**src/rtl/cnt_trigger.sv**
```systemverilog
// cnt_trigger: masked compare on the free-running board counter, with an
// occurrence counter, one-cycle trigger strobe, sticky trigger flag, captured
// counter value and a hold-off window before the next arm is accepted.
//
// Pipeline: stage 1 registers the compare result (hit_reg) together with the
// counter sample that produced it (cnt_reg); stage 2 is the arm/trigger FSM,
// which consumes hit_reg and captures cnt_reg on the firing hit.
module cnt_trigger #(
    parameter int CNT_W  = 32,
    parameter int HOLD_W = 16
) (
    input  logic              clk,
    input  logic              rst,
    input  logic [CNT_W-1:0]  cnt_in,
    input  logic              arm,
    input  logic              disarm,
    input  logic [CNT_W-1:0]  match_val,
    input  logic [CNT_W-1:0]  match_mask,
    input  logic [1:0]        trig_mode,
    input  logic [7:0]        trig_count,
    input  logic [HOLD_W-1:0] holdoff,
    output logic              armed,
    output logic              busy,
    output logic              trig_pulse,
    output logic              trig_level,
    output logic [CNT_W-1:0]  cap_val,
    output logic [7:0]        occ_cnt
);

    typedef enum logic [1:0] {
        IDLE      = 2'd0,
        ARMED     = 2'd1,
        TRIGGERED = 2'd2,
        HOLDOFF   = 2'd3
    } state_t;

    // ------------------------------------------------------------------
    // Stage 1: masked compare
    // ------------------------------------------------------------------
    logic [CNT_W-1:0] cnt_masked;
    logic [CNT_W-1:0] val_masked;
    logic             hit_next;
    logic             hit_reg;
    logic [CNT_W-1:0] cnt_reg;

    // Bits with a 0 in the mask are forced to 0 on both sides so they never
    // influence the compare; with an all-zero mask, equal always holds and
    // not-equal / greater-than never do.
    genvar gi;
    generate
        for (gi = 0; gi < CNT_W; gi++) begin : g_mask
            assign cnt_masked[gi] = cnt_in[gi]    & match_mask[gi];
            assign val_masked[gi] = match_val[gi] & match_mask[gi];
        end
    endgenerate

    // Compare selected by trig_mode; mode 11 aliases masked-equal.
    always_comb begin
        hit_next = 1'b0;
        case (trig_mode)
            2'b01:   hit_next = (cnt_masked != val_masked);
            2'b10:   hit_next = (cnt_masked >  val_masked);
            default: hit_next = (cnt_masked == val_masked);
        endcase
    end

    // Compare register: hit flag plus the sample it belongs to.
    always_ff @(posedge clk or posedge rst) begin
        if (rst) begin
            hit_reg <= 1'b0;
            cnt_reg <= '0;
        end else begin
            hit_reg <= hit_next;
            cnt_reg <= cnt_in;
        end
    end

    // ------------------------------------------------------------------
    // Stage 2: arm / trigger FSM
    // ------------------------------------------------------------------
    state_t            state_reg,  state_next;
    logic [7:0]        occ_reg,    occ_next;
    logic              level_reg,  level_next;
    logic [CNT_W-1:0]  cap_reg,    cap_next;
    logic [HOLD_W-1:0] hold_reg,   hold_next;

    logic [7:0] occ_inc;
    logic [7:0] thr;

    // Saturating hit count and the effective threshold (0 behaves as 1).
    assign occ_inc = (occ_reg == 8'hFF) ? 8'hFF : occ_reg + 8'd1;
    assign thr     = (trig_count == 8'd0) ? 8'd1 : trig_count;

    // State register and the datapath registers the FSM owns.
    always_ff @(posedge clk or posedge rst) begin
        if (rst) begin
            state_reg <= IDLE;
            occ_reg   <= 8'd0;
            level_reg <= 1'b0;
            cap_reg   <= '0;
            hold_reg  <= '0;
        end else begin
            state_reg <= state_next;
            occ_reg   <= occ_next;
            level_reg <= level_next;
            cap_reg   <= cap_next;
            hold_reg  <= hold_next;
        end
    end

    // Next-state and next-datapath logic.
    always_comb begin
        state_next = state_reg;
        occ_next   = occ_reg;
        level_next = level_reg;
        cap_next   = cap_reg;
        hold_next  = hold_reg;
        case (state_reg)
            IDLE: begin
                // disarm wins over a simultaneous arm
                if (arm && !disarm) begin
                    state_next = ARMED;
                    occ_next   = 8'd0;
                    level_next = 1'b0;
                end
            end
            ARMED: begin
                // an abort suppresses any hit presented in the same cycle
                if (disarm) begin
                    state_next = IDLE;
                end else if (hit_reg) begin
                    occ_next = occ_inc;
                    if (occ_inc >= thr) begin
                        state_next = TRIGGERED;
                        level_next = 1'b1;
                        cap_next   = cnt_reg;
                    end
                end
            end
            TRIGGERED: begin
                hold_next  = holdoff;
                state_next = (holdoff == '0) ? IDLE : HOLDOFF;
            end
            HOLDOFF: begin
                // leaving when the counter reads 1 gives exactly 'holdoff' cycles here
                hold_next = hold_reg - HOLD_W'(1);
                if (hold_reg == HOLD_W'(1)) begin
                    state_next = IDLE;
                end
            end
            default: begin
                state_next = IDLE;
            end
        endcase
    end

    // Output decodes of the registered state.
    always_comb begin
        armed      = (state_reg == ARMED);
        busy       = (state_reg == TRIGGERED) || (state_reg == HOLDOFF);
        trig_pulse = (state_reg == TRIGGERED);
        trig_level = level_reg;
        cap_val    = cap_reg;
        occ_cnt    = occ_reg;
    end

endmodule

```
**config.mk**
```make
export PLATFORM = sky130hd
export DESIGN_NAME = cnt_trigger
export DESIGN_NICKNAME = d
export VERILOG_FILES = /design/src/rtl/cnt_trigger.sv
export SDC_FILE = /design/constraint.sdc
export NUM_CORES = 1
export LEC_CHECK = 0
export CAP_MARGIN = 40
export CORE_MARGIN = 1
export CORE_UTILIZATION = 45
export DETAILED_ROUTE_END_ITERATION = 16
export PLACE_DENSITY = 0.76
export SLEW_MARGIN = 10
export SYNTH_ARGS = -nofsm -noshare
export SYNTH_HDL_FRONTEND = slang
export SYNTH_SLANG_ARGS = --single-unit
```
**constraint.sdc**
```tcl
create_clock -name clk -period 11.1 [get_ports clk]
set_clock_uncertainty 0.1 [all_clocks]
set_input_delay 1.11 -clock clk [delete_from_list [all_inputs] [get_ports clk]]
set_output_delay 1.11 -clock clk [all_outputs]
set_load 0.1 [all_outputs]
```
==> results.json <==
{
  "pin_count": 170,
  "first_pass_iters": 4,
  "ctsResizeCount": 0,
  "clock_sinks": 92,
  "p_per_area_nw_per_um2": 109.1,
  "synth-simple-area-share_pct": 18.03,
  "yosysTopAreaCellShare_pct": 46.48,
  "cts_buffer_depth": 2,
  "slowest_stage": "dfrtp_1",
  "finalMaxSlewViolations": 0,
  "antenna_found_initial": 0,
  "fillers": 701,
  "fp-row-count": 37,
  "dp_hpwl_um": 10830,
  "clk_pin_slew_worst_paths_ns": 0.08,
  "gp_congestion": 0.8069,
  "synthTopCellsByArea": "dfrtp_1 (46%), ha_1 (11%), mux2_2 (7.3%)",
  "synth_compound_area_share_pct": 10.61,
  "ys_warn_count": 0,
  "grt_pass1_vias": 4736,
  "fin_ws_ns": 7.186,
  "grt_usage_pct": 25.29,
  "max-cap-violations": 0,
  "core_um2": 10510,
  "critPathMaxStageDelay_ns": 0.85,
  "grt.overflow.total": 0,
  "vdd_drop_max_uv": 60.43,
  "fin_crit_ns": 3.914,
  "nNetsFinal": 869,
  "cellLeakagePower_nw": 3.594,
  "grt_max_degree": 56,
  "post_cts_buffers": 0,
  "place_ws_ns": 7.013,
  "synth_cell_types": 39,
  "htreeDepth": 3,
  "power.total_uw": 856.9,
  "wl_per_cell_um": 16.17,
  "critPathCaptureType": "output port",
  "fp.dieW_um": 106.9,
  "synth_xor_area_share_pct": 0.7072,
  "critPathMostFrequentCell": "inv_1",
  "synth_top_family_by_area": "simple AND/OR/NAND/NOR gates",
  "rsz0062_at_grt": "no",
  "async_flop_share_pct": 100.0,
  "cp_cell_sequence": "inv_1 -> nand2_1 -> inv_1 -> clkdlybuf4s50_1 -> buf_8",
  "totalWireLength_um": 13550,
  "finalHoldViolations": 0,
  "initial_core_util_pct": 47.14,
  "syn-cell-area_um2": 4954,
  "finalSetupViolCount": 0,
  "num_vias": 4500,
  "drc": 0,
  "synth_cells": 484,
  "synthAdderAreaFrac_pct": 11.37,
  "cts_inserted_buffers": 9,
  "cts_hold_buf": 0,
  "syn_area_per_cell_um2": 10.23,
  "status": "finished clean",
  "synth_mux_area_share_pct": 9.927,
  "drive_above_1_share_pct": 13.68,
  "ys_ff_latch": 92,
  "first_iter_violations": 140,
  "final-seq-area_um2": 2302,
  "critPathLaunchType": "flop",
  "ant_nets": 0,
  "fin_cells": 838,
  "finalSetupTns_ns": 0,
  "post-place-cells": 823,
  "min_period_over_period_pct": 35.27,
  "cpLargestDelayFamily": "buffers and inverters",
  "synth_flop_cell": "dfrtp_1",
  "slew_headroom_pct": 48.93,
  "crit_buf_inv": 4,
  "critical_path_class": "flop to output port",
  "clock_latency_ns": 0.35,
  "maxClockFrequency_ghz": 0.2555,
  "hold_class": "flop to flop",
  "seq_area_frac_synth_pct": 46.48,
  "required_ns": 9.89,
  "tightest_slew_ns": 0.7661,
  "io_buffer_count": 169,
  "synth_nets": 655,
  "die_h_um": 106.9,
  "synth_edf_count": 0,
  "cts_root_buffer": "clkbuf_8",
  "multi_input_area_um2": 2509,
  "worstPathArrival_ns": 2.70,
  "dieArea_um2": 11430,
  "yosysTopAreaCell": "dfrtp_1",
  "path_max_fanout": 23,
  "vias_per_cell": 5.370,
  "num_antenna_cells": 0,
  "grt_pass1_wl_um": 22380,
  "cts_tree": "built",
  "syn_to_final_growth_pct": 58.55
}
[cells by family (layout without fill, tap and decap cells)]
family,Yosys count,in the layout
AOI/OAI and AO/OA,89,89
xor gates and xnor gates,4,4
adders and majority gates,45,45
buffers and inverters,32,250
DFF,92,92
muxes,45,45
and+or+nand+nor,177,177
[area by class of cell]
class	instances	share of cell area (%)
clock buffers	11	1.928
multi-input cells	360	31.94
clock inverters	4	0.6213
repair buffers	216	33.10
flip-flops and latches	92	29.31
inverters	19	0.9240
well taps	136	2.167
[synthesized netlist by cell type, types with 2 or more instances]
cell type and instances:
clkbuf_1 10, nor3_1 9, nor2b_1 2, mux2i_1 12, buf_6 3, and3_1 7, nand2b_1 6, o21ai_0 17
nor2_1 18, a21o_1 4, or3_1 3, inv_1 19, a22o_1 3, nand4_1 10, o22ai_1 14, or4_1 2
nand2_1 64, ha_1 45, xnor2_1 4, a21oi_1 40, nor4_1 7, nand3_1 14, mux2_2 32, and2_1 33
dfrtp_1 92
[path summary, 6_finish.rpt]
check / start / cells past startpoint / to / slack, ns
worst max-delay path: state_reg[0]$_DFFE_PP0P_ / 5 / trig_pulse / 7.19
worst min-delay path: cnt_reg[3]$_DFF_PP0_ / 1 / cap_val[3]$_DFFE_PP0P_ / 0.38
min in group asynchronous: rst / 2 / hold_reg[5]$_DFFE_PP0P_ / 1.05
max in group asynchronous: rst / 3 / cap_val[20]$_DFFE_PP0P_ / 8.76
worst min register to register: cnt_reg[3]$_DFF_PP0_ / 1 / cap_val[3]$_DFFE_PP0P_ / 0.38
worst max register to register: occ_cnt[0]$_DFFE_PP0P_ / 13 / cap_val[15]$_DFFE_PP0P_ / 7.19
[placed cells by master, fill, tap and decap left out, types with 2 or more instances in the layout]
cell type	netlist	final
or4_1	2	2
nor3_1	9	9
a21o_1	4	4
dfrtp_1	92	92
mux2i_1	12	12
xnor2_1	4	4
inv_1	19	18
o22ai_1	14	14
nand4_1	10	10
clkdlybuf4s50_1	0	169
buf_8	0	26
nand2b_1	6	6
nand2_1	64	64
o21ai_0	17	17
buf_16	0	18
nor2_1	18	18
nor2b_1	2	2
a22o_1	3	3
nor4_1	7	7
or3_1	3	3
buf_4	0	3
ha_1	45	45
and3_1	7	7
clkbuf_8	0	11
a21oi_1	40	40
mux2_2	32	32
clkinv_2	0	3
nand3_1	14	14
and2_1	33	33
[per-layer routing]
metal / part of all wire (%) / global-route usage [%]
met5: 0 / 0
met4: 1.8 / 8.317
met3: 5.0 / 4.316
met2: 53 / 45.99
met1: 41 / 30.14
[metrics by stage]
step	utilization [%]	area [um2]	hold WS, ns
after global routing	74.74	7854	0.3958
after detailed placement	72.83	7654	0.3633
after global placement	64.40	6768	0.3440
after floorplan	-	4954	0.3392
final	74.74	7854	0.3803
after CTS	74.74	7854	0.3834
[where the power goes]
group	switching (mW)	internal [mW]	total, mW
sequential	0.0208	0.355	0.375
combinational	0.127	0.125	0.252
clock	0.114	0.115	0.229
No activity file was read; power rests on OpenSTA's default activity.
